**config.mk**
```make
export PLATFORM = sky130hd
export DESIGN_NAME = game_round_sequencer
export DESIGN_NICKNAME = d
export VERILOG_FILES = /design/src/rtl/game_round_sequencer.sv
export SDC_FILE = /design/constraint.sdc
export NUM_CORES = 1
export LEC_CHECK = 0
export BUFFER_PORTS_ARGS = -buffer_cell sky130_fd_sc_hd__buf_2
export CAP_MARGIN = 15
export CORE_ASPECT_RATIO = 1.2
export CORE_UTILIZATION = 45
export CTS_BUF_LIST = sky130_fd_sc_hd__clkbuf_8
export DETAILED_ROUTE_END_ITERATION = 8
export GPL_ROUTABILITY_DRIVEN = 0
export HOLD_SLACK_MARGIN = 0.05
export SETUP_SLACK_MARGIN = 0.2
export SLEW_MARGIN = 30
export SYNTH_ARGS = -nofsm -noshare
export SYNTH_HDL_FRONTEND = slang
export SYNTH_SLANG_ARGS = --single-unit
```
**constraint.sdc**
```tcl
create_clock -name clk -period 3.55 [get_ports clk]
set_input_delay 0.71 -clock clk [delete_from_list [all_inputs] [get_ports clk]]
set_output_delay 0.71 -clock clk [all_outputs]
set_load 0.1 [all_outputs]
```
**src/rtl/game_round_sequencer.sv**
```systemverilog
// game_round_sequencer
// Game-flow controller for Duck Hunt. It runs the dog intro and launches the
// ducks of a round one at a time. After each duck it shows the dog reaction
// for a fixed time. It keeps the duck, hit and round counters and decides at
// the end of each round whether the game continues or is over.
//
// Every output is a register. The next-state process computes the next value
// of each output together with the next state, so an output changes on the
// same edge as the state it belongs to. For example, dog_enable is high
// exactly while the state register holds INTRO.
//
// Handshake: there are no valid/ready pairs. Each input pulse is sampled on a
// rising edge and is only acted on in the state that consumes it. The same
// pulse arriving in any other state is dropped without side effects.
module game_round_sequencer #(
   parameter int DUCKS_PER_ROUND = 10,
   parameter int MIN_HITS        = 6,
   parameter int REACT_CYCLES    = 65_000_000
) (
   input  logic       clk,
   input  logic       rst,
   input  logic       game_start,
   input  logic       dog_intro_done,
   input  logic       duck_hit,
   input  logic       duck_escaped,
   output logic       dog_enable,
   output logic       duck_launch,
   output logic [1:0] dog_react,
   output logic [3:0] duck_num,
   output logic [3:0] hits,
   output logic [7:0] round_num,
   output logic       round_over,
   output logic       game_over,
   output logic [2:0] state_dbg
);

   // One extra bit over $clog2 keeps the count comfortably in range
   // (27 bits for the default reaction length).
   localparam int TW = $clog2(REACT_CYCLES) + 1;

   localparam logic [TW-1:0] REACT_LAST = TW'(REACT_CYCLES - 1);
   localparam logic [3:0]    LAST_DUCK  = 4'(DUCKS_PER_ROUND - 1);
   localparam logic [3:0]    MAX_HITS   = 4'(DUCKS_PER_ROUND);
   localparam logic [3:0]    PASS_HITS  = 4'(MIN_HITS);

   localparam logic [1:0] REACT_NONE  = 2'd0;
   localparam logic [1:0] REACT_HOLD  = 2'd1;
   localparam logic [1:0] REACT_LAUGH = 2'd2;

   typedef enum logic [2:0] {
      ST_IDLE      = 3'd0,
      ST_INTRO     = 3'd1,
      ST_LAUNCH    = 3'd2,
      ST_FLIGHT    = 3'd3,
      ST_REACT     = 3'd4,
      ST_ROUND_END = 3'd5
   } state_t;

   state_t          state_q;
   state_t          state_d;
   logic [TW-1:0]   timer_q;
   logic [TW-1:0]   timer_d;

   logic            dog_enable_d;
   logic            duck_launch_d;
   logic [1:0]      dog_react_d;
   logic [3:0]      duck_num_d;
   logic [3:0]      hits_d;
   logic [7:0]      round_num_d;
   logic            round_over_d;
   logic            game_over_d;

   // State register; reset aborts whatever game is in progress.
   always_ff @(posedge clk or negedge rst) begin
      if (!rst) begin
         state_q <= ST_IDLE;
      end else begin
         state_q <= state_d;
      end
   end

   // Output, counter and reaction-timer registers; all clear on reset.
   always_ff @(posedge clk or negedge rst) begin
      if (!rst) begin
         timer_q     <= '0;
         dog_enable  <= 1'b0;
         duck_launch <= 1'b0;
         dog_react   <= REACT_NONE;
         duck_num    <= 4'd0;
         hits        <= 4'd0;
         round_num   <= 8'd0;
         round_over  <= 1'b0;
         game_over   <= 1'b0;
      end else begin
         timer_q     <= timer_d;
         dog_enable  <= dog_enable_d;
         duck_launch <= duck_launch_d;
         dog_react   <= dog_react_d;
         duck_num    <= duck_num_d;
         hits        <= hits_d;
         round_num   <= round_num_d;
         round_over  <= round_over_d;
         game_over   <= game_over_d;
      end
   end

   // Next state and next register values. Pulses default low and counters
   // default to holding. Each input is looked at only in its own state.
   always_comb begin
      state_d       = state_q;
      timer_d       = timer_q;
      dog_enable_d  = 1'b0;
      duck_launch_d = 1'b0;
      dog_react_d   = dog_react;
      duck_num_d    = duck_num;
      hits_d        = hits;
      round_num_d   = round_num;
      round_over_d  = 1'b0;
      game_over_d   = game_over;

      case (state_q)
         ST_IDLE: begin
            dog_react_d = REACT_NONE;
            if (game_start) begin
               state_d      = ST_INTRO;
               dog_enable_d = 1'b1;
               round_num_d  = 8'd1;
               duck_num_d   = 4'd0;
               hits_d       = 4'd0;
               game_over_d  = 1'b0;
            end
         end

         ST_INTRO: begin
            dog_enable_d = 1'b1;
            if (dog_intro_done) begin
               state_d       = ST_LAUNCH;
               dog_enable_d  = 1'b0;
               duck_launch_d = 1'b1;
            end
         end

         ST_LAUNCH: begin
            // The launch pulse was registered on entry, so this state lasts one cycle.
            state_d = ST_FLIGHT;
         end

         ST_FLIGHT: begin
            // A hit reported in the same cycle as an escape counts as a hit.
            if (duck_hit) begin
               state_d     = ST_REACT;
               dog_react_d = REACT_HOLD;
               timer_d     = '0;
               if (hits < MAX_HITS) begin
                  hits_d = hits + 4'd1;
               end
            end else if (duck_escaped) begin
               state_d     = ST_REACT;
               dog_react_d = REACT_LAUGH;
               timer_d     = '0;
            end
         end

         ST_REACT: begin
            // The timer starts at 0 on entry. Leaving when it reaches
            // REACT_CYCLES-1 gives exactly REACT_CYCLES cycles of REACT.
            if (timer_q == REACT_LAST) begin
               dog_react_d = REACT_NONE;
               if (duck_num == LAST_DUCK) begin
                  state_d      = ST_ROUND_END;
                  round_over_d = 1'b1;
               end else begin
                  state_d       = ST_LAUNCH;
                  duck_launch_d = 1'b1;
                  duck_num_d    = duck_num + 4'd1;
               end
            end else begin
               timer_d = timer_q + 1'b1;
            end
         end

         ST_ROUND_END: begin
            if (hits >= PASS_HITS) begin
               state_d      = ST_INTRO;
               dog_enable_d = 1'b1;
               duck_num_d   = 4'd0;
               hits_d       = 4'd0;
               if (round_num != 8'hFF) begin
                  round_num_d = round_num + 8'd1;
               end
            end else begin
               // Counters keep their values so the final score stays on screen.
               state_d     = ST_IDLE;
               game_over_d = 1'b1;
            end
         end

         default: begin
            state_d     = ST_IDLE;
            dog_react_d = REACT_NONE;
         end
      endcase
   end

   // Debug view of the state register.
   assign state_dbg = state_q;

endmodule

```
# [Word level (Yosys, flattened, before mapping)]
# Index checks and enable logic that the tools add are counted.
[word_totals] reg_bits=52 latch_bits=0 mem_bits_rw=0 rom_bits=0 inputBits=6 output_inout_bits=25 word_cells=91 memories=0
[op_classes] add_sub_neg=4 mul=0 n_div=0 order_cmp=2 n_eq_ne=19 shifts=0 n_mux=42 bitwise=1 reduce_logical=13
[op_table] op="27-bit two-way mux" count=3
[op_table] op="27-bit case mux with 2 select lines" count=1
[op_table] op="27-bit by 1-bit adder with 27-bit output, second input constant" count=1
[op_table] op="27-bit by 26-bit equality test with 1-bit output, second input constant" count=1
[op_table] op="4-bit two-way mux" count=6
[op_table] op="8-bit two-way mux" count=3
[op_table] op="4-bit case mux with 3 select lines" count=2
[op_table] op="2-bit != test, second input constant" count=10
[op_table] op="3-bit two-way mux" count=6
[op_table] op="3-bit case mux with 6 select lines" count=1
[op_table] op="8-bit case mux with 2 select lines" count=1
[op_table] op="1-bit two-way mux" count=12
[op_table] op="5-bit AND reduction" count=2
[op_table] op="3-bit AND reduction" count=3
[op_table] op="4-bit by 1-bit adder with 4-bit output, second input constant" count=2
[op_table] op="8-bit by 1-bit adder with 8-bit output, second input constant" count=1
[op_table] op="8-bit != test, second input constant" count=1
[op_table] op="4-bit AND reduction" count=2
[op_table] op="3-bit by 2-bit equality test with 1-bit output, second input constant" count=2
[op_table] op="3-bit equality test, second input constant" count=2
[op_table] op="2-bit two-way mux" count=3
[op_table] op="2-bit case mux with 3 select lines" count=1
[op_table] op="3-bit nonzero test" count=2
[op_table] op="4-bit equality test, second input constant" count=1
[op_table] op="10 further kinds" count=12

# [Depth between registers and ports, before layout]
[logic_depth] word_depth=4 ltp_mapped=9 depth_no_buf=6

# [Worst setup path after synthesis]
# Ideal clock, no wire load.
[synth_path] kind="flip-flop to flip-flop" from="reg state_q[2], in the netlist state_dbg[2]" to="reg timer_q[26]" setup_time_ns=0.124 t_arrival_ns=2.375 t_required_ns=3.426 path_slack_ns=1.051 path_stages_with_launch=9 path_buffers=3 period_less_slack_ns=2.499 path_cell_list="dfrtp_1 and2b_1 nand2b_1 clkbuf_1 a21o_1 buf_4 and2_4 buf_4 a211o_1"
[synth_via] elab_chain_cells=3 elab_cells_between_ends=7 classes_between="4 x eq/ne; 1 x mux; 2 x reduce/logical"
[synth_rtl] element="from (decl)" line_no="59" rtl="state_t state_q;"
[synth_rtl] element="from (signal assigned)" line_no="78" rtl="state_q <= state_d;"
[synth_rtl] element="3-bit by 2-bit equality test with 1-bit output or 3-bit equality test (tied branches)" line_no="121" rtl="case (state_q)"
[synth_rtl] element="3-bit != test (no line) (tied with other cells)"
[synth_rtl] element="3-bit AND reduction (no line)"
[synth_rtl] element="to (signal assigned)" line_no="95" rtl="timer_q <= timer_d;"
[synth_rtl] element="to (decl)" line_no="61" rtl="logic [TW-1:0] timer_q;"
# Parallel ways exist; a longest one is shown, timed or not.
# A chain may end at the register's enable or synchronous reset.

# [Worst setup path after layout]
[layout_path] from="reg timer_q[0]" to="reg timer_q[2]"
[layout_via] elab_chain_cells=3 elab_cells_between_ends=6 classes_between="1 x add/sub; 2 x eq/ne; 2 x mux; 1 x reduce/logical"
[layout_rtl] element="27-bit by 1-bit adder with 27-bit output or 27-bit by 26-bit equality test with 1-bit output (tied branches)" line_no="178, 167"
[layout_rtl] element="27-bit two-way mux or 2-bit != test (tied branches)"
[layout_rtl] element="27-bit case mux with 2 select lines or 3-bit AND reduction (tied branches)"
# Parallel ways exist; a longest one is shown, timed or not. The select of a mux whose other input is x is not followed.

==> flow_summary.json <==
{
  "synth.cell_area_um2": 3050,
  "arrival_ns": 2.99,
  "start_util_pct": 47.0,
  "io_pins": 31,
  "hold_buffers": 0,
  "cts-root-buf": "clkbuf_8",
  "worst_ep_required_time_ns": 3.80,
  "antenna_found_initial": 0,
  "cap_violations": 0,
  "timing.final.crit_share_pct": 77.3,
  "dpl.hpwl_um": 4930,
  "cts_resized": 0,
  "finalMaxSlewViolations": 0,
  "tightest_slew_ns": 0.888,
  "synth_cells": 333,
  "fin_skew_ns": 0.00863,
  "synth-edff-count": 0,
  "synth_fp_nets": 344,
  "antenna_cells": 0,
  "drt-initial-drc-count": 102,
  "finalCriticalPeriod_ns": 2.74,
  "cts_buffer_depth": 2,
  "grt-ovfl-total": 0,
  "dieArea_um2": 7100,
  "rsz0062_at_grt": "false",
  "die_w_um": 77.1,
  "chipHeight_um": 92.1,
  "crit_path_max_fanout": 28,
  "outcome": "finished, final reports clean",
  "via_per_inst": 5.93,
  "synth_most_common_cell": "dfrtp_1",
  "hold_class": "input pin to async pin",
  "timing.final.hold_violations": 0,
  "layout-drive-gt1-share_pct": 14.4,
  "cts_sinks": 52,
  "grt_pass1_vias": 2573,
  "ys_types": 54,
  "holdWs_ns": 0.498,
  "relSlewSlack_pct": 40.8,
  "async_flop_share_pct": 100,
  "fmax_mhz": 365,
  "port_buffers": 30,
  "seq_area_frac_synth_pct": 42.7,
  "syn_avg_cell_area_um2": 9.15,
  "grt_max_degree": 38,
  "wl_per_cell_um": 15.8,
  "fin_setup_tns_ns": 0,
  "ys_warn_count": 0,
  "yosys-top-cells-area": "dfrtp_1 (43%), nand3_1 (4.8%), o21ai_0 (4.8%)",
  "placementRows": 32,
  "yosysTopAreaCell": "dfrtp_1",
  "peakVddDrop_mv": 0.157,
  "synth_top_area_share_pct": 42.7,
  "setup_violations": 0,
  "grt_pass1_wl_um": 12300,
  "areaGrowthSynthToFinish_pct": 11.1,
  "cts_made_buffers": 5,
  "cts.htree.levels": 2,
  "clk_latency_ns": 0.31,
  "synth_commonest_cells": "dfrtp_1 (52), nand3_1 (29), o21ai_0 (29)",
  "antenna_left": 0,
  "final.fill_count": 613,
  "drt-total-wl_um": 7050,
  "firstDrtPassIters": 4,
  "nets": 371,
  "critPathLaunchType": "flip-flop",
  "postCtsSetupBuffers": 0,
  "p_leak_nw": 1.63,
  "cts_tree": "yes",
  "synth_seq_cells": 52,
  "clk_pin_slew_ns": 0.10,
  "drc": 0,
  "via_count": 2643,
  "grtUsageTotal_pct": 21.7,
  "path_class": "flip-flop to flip-flop",
  "crit_path_end_kind": "flip-flop",
  "synth-main-ff-cell": "dfrtp_1",
  "p_per_area_nw_per_um2": 309,
  "core_um2": 6490
}
-- per-layer routing --
layer	vias up	wire [µm]	GRT usage [%]
li1	1308	-	-
met3	8	187	2.19
met5	-	0	0
met4	0	94	8.18
met1	1278	3150	27.6
met2	49	3610	37.8
-- stage by stage --
step / instance area (µm²) / power (mW) / cells / setup slack, ns / util, %
floorplan: 3050 / 0.604 / 333 / 1.05 / -
CTS: 3380 / 1.06 / 446 / 0.764 / 52.2
global route: 3380 / 1.08 / 446 / 0.488 / 52.2
finish: 3380 / 1.04 / 446 / 0.807 / 52.2
global placement: 3260 / 0.623 / 438 / 0.854 / 50.3
detailed placement: 3260 / 0.623 / 438 / 0.778 / 50.3
-- registers in the layout, summed over array words and instances (netlist names) --
register and count:
dog_enable 1, dog_react 2, duck_launch 1, duck_num 4, game_over 1, hits 4
round_num 8, round_over 1, state_dbg 3, timer_q 27
-- cell families after synthesis --
logic type,count (synthesis),share of synthesized area [%]
xor+xnor,3,0.863
buf+inv,26,3.90
compound gates,89,19.0
fa+ha+maj,5,2.05
flops,52,42.7
mux,10,3.37
simple gates,148,28.1
-- critical path, cell delays in order (launching register included) --
cell and delay, ns:
dfrtp_1 0.44, ha_1 0.24, nand4_1 0.26, nor4_4 0.41, a21o_1 0.78, and2_4 0.39, a221o_1 0.16
-- layout by cell type (no fill, tap or decap), types with 2 or more instances in the layout --
| master | Yosys | final |
|---|---|---|
| a211o_1 | 10 | 10 |
| a21o_1 | 5 | 5 |
| a21oi_1 | 13 | 13 |
| a22o_1 | 2 | 2 |
| a31oi_1 | 10 | 10 |
| and2_1 | 3 | 3 |
| and2b_1 | 2 | 2 |
| and3_1 | 14 | 14 |
| and4_1 | 5 | 5 |
| buf_2 | 5 | 30 |
| buf_4 | 2 | 5 |
| clkbuf_8 | 0 | 6 |
| dfrtp_1 | 52 | 52 |
| ha_1 | 5 | 5 |
| inv_1 | 11 | 11 |
| mux2_2 | 2 | 2 |
| mux2i_1 | 8 | 8 |
| nand2_1 | 28 | 28 |
| nand2b_1 | 5 | 5 |
| nand3_1 | 29 | 29 |
| nand3b_1 | 3 | 3 |
| nand4_1 | 10 | 10 |
| nor2_1 | 16 | 16 |
| nor3_1 | 9 | 9 |
| nor3b_1 | 4 | 4 |
| nor4_1 | 4 | 4 |
| nor4_4 | 3 | 3 |
| nor4b_1 | 3 | 3 |
| o211a_1 | 3 | 3 |
| o21ai_0 | 29 | 29 |
| o21bai_1 | 2 | 2 |
| o22ai_1 | 2 | 2 |
| o31ai_1 | 3 | 3 |
| or3_1 | 2 | 2 |
| or4_1 | 2 | 2 |
| xor2_1 | 2 | 2 |
-- final cells by class --
class	count	area, µm²	share of cell area [%]
clock buffers	6	82.6	2.44
clock inverters	2	38.8	1.15
inverters	11	41.3	1.22
multi-input cells	255	1630	48.1
flip-flops and latches	52	1300	38.4
well taps	85	106	3.14
repair buffers	35	188	5.55
-- report_power, final --
group	switching, mW	leakage [nW]	internal, mW
clock	0.203	0.0614	0.231
sequential	0	0.612	0.592
combinational	0.0151	0.955	0.00332
total	0.219	1.63	0.826
-- path summary, 6_finish.rpt --
path                                   start            to  slack [ns]  cells past startpoint
worst max-delay path              timer_q[0]    timer_q[2]        0.81                      6
worst min-delay path                     rst  round_num[3]        0.50                      1
worst max register to register    timer_q[0]    timer_q[2]        0.81                      6
worst min register to register  round_num[3]  round_num[3]        0.52                      1
max in group asynchronous                rst   timer_q[10]        2.29                      2
min in group clk                round_num[3]  round_num[3]        0.52                      1
(Power assumes the default switching activity.)
